File: src/rtl/pipe_pkg.sv
// pipe_pkg: shared definitions for the inter-stage pipeline registers.
//   NOP_INSTR     - encoding of the canonical no-op (addi x0, x0, 0).
//   skid_state_t  - occupancy of a pipe_stage_skid instance.
//   qXqY_t        - payload layout for each pipeline boundary.
//                   Callers size the stage with DATA_W = $bits(qXqY_t).
package pipe_pkg;

    localparam logic [31:0] NOP_INSTR = 32'h0000_0013;

    typedef enum logic [1:0] {
        EMPTY = 2'd0,   // no entries held
        ONE   = 2'd1,   // main entry only
        TWO   = 2'd2    // main plus skid entry
    } skid_state_t;

    // Fetch -> decode
    typedef struct packed {
        logic [31:0] pc;
        logic [31:0] instr;
    } q1q2_t;

    // Decode -> execute
    typedef struct packed {
        logic [31:0] pc;
        logic [31:0] instr;
        logic [31:0] rs1_val;
        logic [31:0] rs2_val;
        logic [4:0]  rd;
        logic        rd_we;
    } q2q3_t;

    // Execute -> memory
    typedef struct packed {
        logic [31:0] pc;
        logic [31:0] instr;
        logic [31:0] alu_res;
        logic [31:0] store_val;
        logic [4:0]  rd;
        logic        rd_we;
        logic        mem_rd;
        logic        mem_wr;
    } q3q4_t;

    // Memory -> writeback
    typedef struct packed {
        logic [31:0] pc;
        logic [31:0] instr;
        logic [31:0] wb_val;
        logic [4:0]  rd;
        logic        rd_we;
    } q4q5_t;

endpackage

File: src/rtl/sat_counter.sv
// sat_counter: up-counter that sticks at all-ones instead of wrapping.
//   i_clk    - clock, rising edge
//   i_rst_n  - asynchronous active-low reset, clears the count
//   i_inc    - increment request for this cycle
//   o_count  - current count (registered)
module sat_counter #(
    parameter int WIDTH = 32
) (
    input  logic             i_clk,
    input  logic             i_rst_n,
    input  logic             i_inc,
    output logic [WIDTH-1:0] o_count
);

    logic [WIDTH-1:0] count_q;
    logic [WIDTH-1:0] count_d;

    // NOTE: combinational blocks use blocking '=' and assign a default first,
    // so no path leaves a signal unassigned and no latch is inferred.
    always_comb begin
        count_d = count_q;
        if (i_inc && (count_q != {WIDTH{1'b1}})) begin
            count_d = count_q + 1'b1;
        end
    end

    // NOTE: clocked state uses non-blocking '<=' so every flop samples the
    // pre-edge values regardless of statement order.
    always_ff @(posedge i_clk or negedge i_rst_n) begin
        if (!i_rst_n) begin
            count_q <= '0;
        end else begin
            count_q <= count_d;
        end
    end

    assign o_count = count_q;

endmodule

File: src/rtl/pipe_stage_skid.sv
// pipe_stage_skid: valid/ready pipeline register with a 2-entry skid buffer.
//   i_clk, i_rst_n  - clock (rising edge), asynchronous active-low reset
//   i_valid/o_ready - upstream handshake; o_ready depends only on flops
//   i_data          - upstream payload, sampled only when accepted
//   o_valid/i_ready - downstream handshake
//   o_data          - downstream payload, driven straight from the main entry
//   i_flush         - synchronous discard of every held entry
// Optional build macro PIPE_STAGE_STATS_EN adds:
//   o_stall_cycles  - cycles with o_valid & ~i_ready (saturating)
//   o_flush_drops   - flushes that discarded a valid entry (saturating)
module pipe_stage_skid
    import pipe_pkg::*;
#(
    parameter int                DATA_W     = 64,
    parameter logic [DATA_W-1:0] BUBBLE_VAL = {DATA_W{1'b0}}
) (
    input  logic              i_clk,
    input  logic              i_rst_n,
    input  logic              i_valid,
    output logic              o_ready,
    input  logic [DATA_W-1:0] i_data,
    output logic              o_valid,
    input  logic              i_ready,
    output logic [DATA_W-1:0] o_data,
    input  logic              i_flush
`ifdef PIPE_STAGE_STATS_EN
    ,
    output logic [31:0]       o_stall_cycles,
    output logic [15:0]       o_flush_drops
`endif
);

    skid_state_t       state_q, state_d;
    logic [DATA_W-1:0] main_q,  main_d;
    logic [DATA_W-1:0] skid_q,  skid_d;

    logic accept;
    logic drain;

    // Both handshake outputs decode the registered state, so a downstream
    // stall reaches upstream one cycle later through the skid entry rather
    // than through a combinational i_ready -> o_ready path.
    assign o_ready = (state_q != TWO);
    assign o_valid = (state_q != EMPTY);
    assign o_data  = main_q;

    assign accept  = i_valid & o_ready;
    assign drain   = o_valid & i_ready;

    always_comb begin
        state_d = state_q;
        main_d  = main_q;
        skid_d  = skid_q;

        if (i_flush) begin
            // Flush wins over a same-cycle accept. A same-cycle drain has
            // already been sampled downstream, so clearing is all it needs.
            state_d = EMPTY;
            main_d  = BUBBLE_VAL;
            skid_d  = BUBBLE_VAL;
        end else begin
            case (state_q)
                EMPTY: begin
                    if (accept) begin
                        state_d = ONE;
                        main_d  = i_data;
                    end
                end
                ONE: begin
                    if (accept && drain) begin
                        main_d = i_data;
                    end else if (accept) begin
                        // Downstream stalled: park the new beat in skid so
                        // main (and o_data) stays stable.
                        state_d = TWO;
                        skid_d  = i_data;
                    end else if (drain) begin
                        state_d = EMPTY;
                        main_d  = BUBBLE_VAL;
                    end
                end
                TWO: begin
                    if (drain) begin
                        state_d = ONE;
                        main_d  = skid_q;
                        skid_d  = BUBBLE_VAL;
                    end
                end
                default: begin
                    state_d = EMPTY;
                    main_d  = BUBBLE_VAL;
                    skid_d  = BUBBLE_VAL;
                end
            endcase
        end
    end

    // NOTE: the payload registers are reset too, not just the state, because
    // o_data must read BUBBLE_VAL during and straight after reset.
    always_ff @(posedge i_clk or negedge i_rst_n) begin
        if (!i_rst_n) begin
            state_q <= EMPTY;
            main_q  <= BUBBLE_VAL;
            skid_q  <= BUBBLE_VAL;
        end else begin
            state_q <= state_d;
            main_q  <= main_d;
            skid_q  <= skid_d;
        end
    end

`ifdef PIPE_STAGE_STATS_EN
    logic stall_inc;
    logic drop_inc;

    assign stall_inc = o_valid & ~i_ready;
    // Only flushes that actually threw something away are counted.
    assign drop_inc  = i_flush & (state_q != EMPTY);

    sat_counter #(.WIDTH(32)) u_stall_cnt (
        .i_clk   (i_clk),
        .i_rst_n (i_rst_n),
        .i_inc   (stall_inc),
        .o_count (o_stall_cycles)
    );

    sat_counter #(.WIDTH(16)) u_drop_cnt (
        .i_clk   (i_clk),
        .i_rst_n (i_rst_n),
        .i_inc   (drop_inc),
        .o_count (o_flush_drops)
    );
`endif

endmodule

File: config.mk
export PLATFORM = sky130hd
export DESIGN_NAME = pipe_stage_skid
export DESIGN_NICKNAME = d
export VERILOG_FILES = /design/src/rtl/pipe_pkg.sv /design/src/rtl/sat_counter.sv /design/src/rtl/pipe_stage_skid.sv
export SDC_FILE = /design/constraint.sdc
export NUM_CORES = 1
export LEC_CHECK = 0
export ABC_AREA = 1
export BUFFER_PORTS_ARGS = -buffer_cell sky130_fd_sc_hd__clkbuf_2
export CAP_MARGIN = 30
export CELL_PAD_IN_SITES_DETAIL_PLACEMENT = 1
export CELL_PAD_IN_SITES_GLOBAL_PLACEMENT = 1
export CORE_ASPECT_RATIO = 1.25
export CORE_MARGIN = 5
export CORE_UTILIZATION = 42
export DETAILED_ROUTE_END_ITERATION = 8
export PLACE_DENSITY_LB_ADDON = 0.08
export SLEW_MARGIN = 15
export SYNTH_ARGS = -nofsm -noshare
export SYNTH_HDL_FRONTEND = slang
export SYNTH_HIERARCHICAL = 1
export SYNTH_SLANG_ARGS = --single-unit
File: constraint.sdc
create_clock -name i_clk -period 4.6 [get_ports i_clk]
set_clock_uncertainty 0.2 [all_clocks]
set_input_delay 0.46 -clock i_clk [delete_from_list [all_inputs] [get_ports i_clk]]
set_output_delay 0.46 -clock i_clk [all_outputs]
set_load 0.01 [all_outputs]
# Yosys cells after proc, flatten, opt, wreduce, memory -nomap -nowiden
# Index checks and enable logic that the tools add are counted.
dict set report classes {
  n_eq_ne 11
  n_mux 17
  n_bitwise 2
  n_reduce_logical 6
}
# operator n
set op_table {}
lappend op_table {{64-bit 2-to-1 mux} 8}
lappend op_table {{64-bit one-hot mux with 3 select lines} 2}
lappend op_table {{2-bit 2-to-1 mux} 6}
lappend op_table {{3-bit inequality test (second input constant)} 4}
lappend op_table {{4-bit inequality test (second input constant)} 3}
lappend op_table {{4-bit AND reduction} 3}
lappend op_table {{2-bit one-hot mux with 3 select lines} 1}
lappend op_table {{2-bit inequality test (second input constant)} 2}
lappend op_table {{1-bit AND} 2}
lappend op_table {{2-bit by 1-bit equality test with 1-bit output (second input constant)} 1}
lappend op_table {{2-bit equality test (second input constant)} 1}
lappend op_table {{2-bit logical NOT} 1}
lappend op_table {{2-bit nonzero test} 1}
lappend op_table {{1-bit logical AND} 1}
dict set report word_totals {
  reg_bits 130
  inputBits 69
  out_inout_bits 66
  elab_cells 39
}

# Depth between registers and ports, before layout
# Gate-level depths: netlist of the first run.
dict set report depth {
  depth_word 7
  ltp_mapped 9
  mapped_depth_nobuf 8
}

# Worst setup path before layout of the first run
# Ideal clock, no wire load.
dict set report synth_timing {
  path_type {reg2out}
  from {register state_q[0]}
  to {output o_ready}
  t_arrival_ps 1017
  required_time_ps 3940
  setup_slack_ps 2923
  path_stages_with_launch 5
  n_path_buf 2
  path_cell_list {dfrtp_1 buf_4 inv_2 clkbuf_1 nand2_1}
}
dict set report synth_via {
  elab_chain_cells 1
}
# item line
set synth_lines {}
lappend synth_lines {{start, declared} pipe_stage_skid.sv:33} ;# skid_state_t state_q, state_d;
lappend synth_lines {{start signal, assigned} pipe_stage_skid.sv:106} ;# state_q <= state_d;
lappend synth_lines {{2-bit inequality test} pipe_stage_skid.sv:43} ;# assign o_ready = (state_q != TWO);
lappend synth_lines {{end, declared} pipe_stage_skid.sv:20} ;# output logic o_ready,
# Every way passes these cells.

# Final worst setup path of the first run
dict set report layout_timing {
  from {register state_q[0]}
  to {register main_q[28] (netlist: o_data[28])}
}
dict set report layout_via {
  elab_chain_cells 6
  word_cells_on_any_way 16
  classes_between {eq/ne: 7; mux: 3; bitwise: 2; reduce/logical: 4}
}
# item line
set layout_lines {}
lappend layout_lines {{2-bit inequality test / 2-bit nonzero test (equally long branches)} {pipe_stage_skid.sv:43, pipe_stage_skid.sv:44}}
lappend layout_lines {{1-bit AND (on tied branches)} {pipe_stage_skid.sv:47, pipe_stage_skid.sv:48}}
lappend layout_lines {{1-bit logical AND} pipe_stage_skid.sv:70} ;# if (accept && drain) begin
lappend layout_lines {{64-bit 2-to-1 mux} pipe_stage_skid.sv:70}
lappend layout_lines {{64-bit one-hot mux with 3 select lines} pipe_stage_skid.sv:62} ;# case (state_q)
lappend layout_lines {{64-bit 2-to-1 mux} pipe_stage_skid.sv:55} ;# if (i_flush) begin
lappend layout_lines {{end signal, assigned} pipe_stage_skid.sv:107} ;# main_q <= main_d;
lappend layout_lines {{end, declared} pipe_stage_skid.sv:34} ;# logic [DATA_W-1:0] main_q, main_d;
# Parallel ways exist; a longest one is shown, timed or not.
# A chain may end at the register's enable or synchronous reset.

==> results of run 1 <==
## power breakdown
part | leakage, nW | internal, mW | switching, mW
registers | 1.75 | 1.27 | 0.0757
logic | 2.82 | 0.238 | 0.529
clock network | 0.308 | 0.974 | 0.506
total | 4.88 | 2.48 | 1.11
## worst min-delay path, cell delays in order
cell	delay, ns
clkbuf_2	0.09
nand3_1	0.07
o21ai_1	0.06
## final timing paths
path / slack (ns) / start / to / cells after the start
min in group asynchronous: 0.30 / i_rst_n / o_data[16]$_DFFE_PN0P_ / 2
setup reg to reg: 1.55 / state_q[0]$_DFFE_PN0P_ / o_data[28]$_DFFE_PN0P_ / 7
max in group asynchronous: 2.79 / i_rst_n / skid_q[1]$_DFFE_PN0P_ / 4
setup / recovery: 1.55 / state_q[0]$_DFFE_PN0P_ / o_data[28]$_DFFE_PN0P_ / 7
hold reg to reg: 0.28 / o_data[44]$_DFFE_PN0P_ / o_data[44]$_DFFE_PN0P_ / 2
hold / removal: 0.10 / i_data[29] / skid_q[29]$_DFFE_PN0P_ / 3
## through the flow
stage,cell area [µm²],total power [mW],utilization (%),hold WS (ns)
detailed placement,7770,2.13,47.8,0.178
floorplan,6990,1.83,-,-0.0356
global route,8450,3.80,52.0,0.103
finish,8450,3.59,52.0,0.105
CTS,8410,3.63,51.7,0.0871
global placement,7710,2.10,47.4,0.263
## sequential cells by signal, indices dropped and copies added, names as in the netlist
register  cells
skid_q       64
state_q       2
o_data       64
## per-layer routing
metal  vias up  part of all wire [%]  track usage, %
met5         -                     0               0
met4         0                   1.2            5.94
met3        20                   4.1            4.52
met2       135                    50            40.1
met1      3266                    45            30.7
li1       3362                     -               -
## layout by cell type (no fill, tap or decap), drive strengths merged
master | synthesis | layout
dlygate4sd3 | 0 | 1
inv | 106 | 106
buf | 49 | 14
clkinv | 0 | 4
nand2 | 466 | 466
clkbuf | 21 | 155
o31ai | 1 | 1
a31oi | 1 | 1
o21ai | 64 | 64
nand3 | 130 | 130
bufinv | 0 | 5
nor2 | 71 | 71
dfrtp | 130 | 130
clkinvlp | 0 | 1
## logic make-up (layout without fill, tap and decap cells)
family,count (synthesis),count (layout),synth area share [%]
buf+inv,176,286,10.3
simple gates,667,667,38.4
compound gates,66,66,4.78
flops,130,130,46.5
## final cells by class
| class | count | share of cell area [%] |
|---|---|---|
| clock buffer | 22 | 5.37 |
| clock inverter | 10 | 2.15 |
| timing repair buffer | 148 | 10.1 |
| inverter | 106 | 4.74 |
| tap | 216 | 3.20 |
| sequential | 130 | 38.5 |
| multi-input combinational | 733 | 36.0 |
==> flow_metrics.py, run 1 <==
metrics = {
    "clock_network": {
        "cts_max_path_buffers": 2,
        "cts_max_level": 4,
        "cts-root-buf": "clkbuf_16",
        "tritoncts": "built",
        "cts.clk_slew.worst_paths_ns": 0.06,
        "cts_made_buffers": 17,
        "clock_sinks": 130,
        "post_cts.repair.setup_buffers": 0,
        "ctsHoldBuffers": 1,
        "cts-resized-gates": 0,
        "clock_latency_ns": 0.42,
    },
    "logic_synthesis": {
        "yosysMostFrequentCell": "nand2_1",
        "syn_area_um2": 6990,
        "ys_top_cells_by_area": "dfrtp_1, nand2_1, nand3_1, inv_1, o21ai_1",
        "syn_avg_cell_area_um2": 6.73,
        "syn_inst": 1039,
        "yosysTopAreaCell": "dfrtp_1",
        "synthFlopType": "dfrtp_1",
        "yosysSeqAreaShare_pct": 46.5,
        "synth_common_cells": "nand2_1, dfrtp_1, nand3_1",
        "synth_cell_types": 17,
        "ys.warnings.count": 6,
        "async_flop_share_pct": 100,
        "synth_edf_count": 0,
        "syn_nets": 1108,
        "yosys.area.top_type_share_pct": 46.5,
        "ys_ff_latch": 130,
    },
    "routing": {
        "ant_nets": 0,
        "post-route-drc-count": 0,
        "wl_um": 21600,
        "drtPass1Iterations": 4,
        "viasPerCell": 4.97,
        "post_drt_wl_per_cell_um": 15.8,
        "drt_iter0_drc": 365,
        "vias": 6783,
    },
    "timing": {
        "worst_slew_pin_slew_ns": 0.831,
        "finalCritPeriodShare_pct": 66.3,
        "rsz0062_at_grt": "no",
        "maxSlewHeadroom_pct": 44.4,
        "fmax_ghz": 0.328,
        "setup_tns_ns": 0,
        "hold_viol": 0,
        "setup_viol_count_final": 0,
        "drv_slew": 0,
        "setup_ws_ns": 1.55,
        "fin_crit_ns": 3.05,
    },
    "final_layout": {
        "multi_input_area_um2": 3040,
        "area_growth_pct": 20.9,
        "layout-drive-gt1-share_pct": 16.3,
        "diodes": 0,
        "fin_nets": 1205,
        "fillers": 2200,
        "regArea_um2": 3250,
        "fin_cells": 1365,
    },
    "power": {
        "p_leak_nw": 4.88,
        "peakVddDrop_mv": 0.218,
        "p_per_area_nw_per_um2": 425,
    },
    "grt": {
        "grt_max_degree": 79,
        "grt_usage_pct": 23.5,
        "antenna_found_initial": 0,
        "overflow": 0,
        "grt_pass1_wl_um": 37100,
        "grt_pass1_vias": 7340,
    },
    "die": {
        "die_x_um": 125,
        "io_pins": 135,
        "die_y_um": 154,
        "dieArea_um2": 19300,
        "initial_utilization_pct": 43.0,
        "core_area_um2": 16300,
        "placementRows": 52,
    },
    "placement": {
        "hpwlAfterDp_um": 13300,
        "place_congestion": 0.761,
        "dp.cells": 1330,
        "dp_slack_ns": 1.50,
        "port_buffers": 134,
    },
    "worst_setup_path": {
        "crit_chain": "nand2_2, nor2_1, nor2_4, inv_2, buf_4, nand2_1, nand2_1",
        "required_ns": 4.75,
        "slowest_delay_ns": 0.59,
        "crit_arrival_ns": 3.20,
        "cpLargestDelayFamily": "simple AND/OR/NAND/NOR gates",
        "start_kind": "register",
        "cp_slowest_cell": "dfrtp_1",
        "worst_setup_path_end_kind": "register",
        "cpMostUsedCell": "nand2_1",
        "criticalPathCategory": "register to register",
        "critPathBufInv": 2,
        "critPathMaxFanout": 37,
    },
    "job": {
        "max_cap_violations": 0,
    },
    "outcome": {
        "outcome": "completed",
    },
    "hold_path": {
        "hp-class": "input port to register",
    },
}
(Power assumes the default switching activity.)
==> inputs of run 2 (changes only) <==
Settings changed: CORE_UTILIZATION 42 to 39.
Clock period 4.6 ns to 3.2 ns, I/O delays scaled along.
==> run 2 against run 1 <==
  * Register-to-register slack got worse by 0.62 ns
  * Setup slack worse by 0.91 ns
  * Flip-flop and latch count unchanged
  * Non-clock buffer count up 39
  * Critical path depth down 2
==> flow_metrics.py, run 2 (same netlist as run 1, synthesis figures left out) <==
metrics = {
    "outcome": {
        "outcome": "completed",
    },
    "final_layout": {
        "layout-drive-gt1-share_pct": 16.8,
        "area_growth_pct": 26.0,
        "layout_commonest_cell": "nand2_1",
        "final_cell_mix": "nand2_1, clkbuf_2, dfrtp_1",
        "fin_nets": 1244,
    },
    "timing": {
        "fin_crit_ns": 2.56,
        "rsz0062_at_grt": "no",
        "finalCritPeriodShare_pct": 80.1,
        "drv_slew": 0,
        "setup_viol_count_final": 0,
        "fmax_ghz": 0.390,
        "hold_viol": 0,
        "maxSlewHeadroom_pct": 48.5,
        "worst_slew_pin_slew_ns": 0.772,
        "setup_tns_ns": 0,
        "fin_worst_hold_slack_ns": 0.0281,
    },
    "clock_network": {
        "ctsHoldBuffers": 32,
        "cts_made_buffers": 17,
        "post_cts.repair.setup_buffers": 0,
        "cts_max_path_buffers": 2,
        "cts-resized-gates": 0,
        "cts-root-buf": "clkbuf_16",
        "clock_sinks": 130,
        "cts.clk_slew.worst_paths_ns": 0.06,
        "cts_max_level": 4,
        "tritoncts": "built",
        "clock_latency_ns": 0.42,
    },
    "routing": {
        "post_drt_wl_per_cell_um": 15.7,
        "vias": 6935,
        "drt_iter0_drc": 305,
        "drtPass1Iterations": 4,
        "wl_um": 22200,
        "post-route-drc-count": 0,
        "ant_nets": 0,
        "viasPerCell": 4.91,
    },
    "job": {
        "max_cap_violations": 0,
    },
    "power": {
        "peakVddDrop_mv": 0.377,
        "p_per_area_nw_per_um2": 589,
        "p_leak_nw": 5.04,
        "total_power_mw": 5.19,
    },
    "placement": {
        "hpwlAfterDp_um": 14200,
        "place_congestion": 0.731,
        "port_buffers": 134,
    },
    "grt": {
        "overflow": 0,
        "grt_pass1_wl_um": 37500,
        "grt_usage_pct": 22.4,
        "grt_pass1_vias": 7353,
        "grt_max_degree": 65,
        "antenna_found_initial": 0,
    },
    "worst_setup_path": {
        "cp_slowest_cell": "nor2_4",
        "crit_arrival_ns": 2.04,
        "cp-endpoint": "o_valid",
        "ff2ff_setup_slack_ns": 0.93,
        "required_ns": 2.68,
        "crit_start": "state_q[1]$_DFFE_PN0P_",
        "crit_chain": "buf_4, nor2_4, buf_4, inv_1, clkbuf_2",
        "ff2ff_path_depth": 7,
        "slowest_delay_ns": 0.47,
        "r2r_start": "state_q[0]$_DFFE_PN0P_",
        "criticalPathCategory": "register to output pin",
        "cpMostUsedCell": "buf_4",
        "start_kind": "register",
        "worst_setup_path_end_kind": "output pin",
        "critPathMaxFanout": 28,
        "rr_endpoint": "o_data[48]$_DFFE_PN0P_",
    },
    "die": {
        "core_area_um2": 17600,
        "die_x_um": 130,
        "initial_utilization_pct": 39.8,
        "placementRows": 54,
        "dieArea_um2": 20700,
        "die_y_um": 160,
        "io_pins": 135,
    },
    "hold_path": {
        "hp-class": "input port to register",
    },
}
[run 2: worst max-delay path, delay by kind of cell (launching register included)]
family	cells	cell delay, ns
buffers and inverters	4	0.70
DFF	1	0.43
and+or+nand+nor	1	0.47
[run 2: worst min path at each step]
stage,startpoint,endpoint,slack [ns],depth (start not counted)
6_report,i_data[20],skid_q[20]$_DFFE_PN0P_,0.03,5
5_1_grt,i_data[8],skid_q[8]$_DFFE_PN0P_,0.04,5
4_1_cts,i_data[8],skid_q[8]$_DFFE_PN0P_,0.01,5
3_5_place_dp,i_rst_n,o_data[26]$_DFFE_PN0P_,0.11,1
3_3_place_gp,i_rst_n,o_data[29]$_DFFE_PN0P_,0.11,1
2_1_floorplan,i_rst_n,o_data[0]$_DFFE_PN0P_,-0.18,0
[run 2: layout make-up]
| type | instances | area [µm²] |
|---|---|---|
| Antenna cell | 1 | 2.50 |
| Clock buffer | 19 | 453 |
| Clock inverter | 13 | 183 |
| Fill cell | 2337 | 8760 |
| Inverter | 106 | 400 |
| Multi-Input combinational cell | 733 | 3040 |
| Sequential cell | 130 | 3250 |
| Tap cell | 224 | 280 |
| Timing Repair Buffer | 187 | 1190 |
[run 2: metal layers]
layer	vias up	track usage, %	part of all wire [%]
li1	3452	-	-
met4	0	6.14	1.2
met1	3340	29.6	45
met3	17	4.14	4.6
met2	126	37.5	49
met5	-	0	0
[run 2: per-stage QoR]
| stage | setup slack, ns | instances | cell area, µm² | util, % |
|---|---|---|---|---|
| after floorplan | 1.60 | 1039 | 6990 | - |
| after global placement | 0.978 | 1348 | 7850 | 44.7 |
| after detailed placement | 0.905 | 1348 | 7850 | 44.7 |
| after CTS | 0.598 | 1412 | 8810 | 50.1 |
| after global routing | 0.546 | 1412 | 8810 | 50.1 |
| final | 0.636 | 1413 | 8810 | 50.1 |
[run 2: power breakdown]
group	internal [mW]	switching (mW)	total (mW)
Sequential	1.82	0.112	1.94
Clock	1.35	0.763	2.11
Combinational	0.368	0.773	1.14
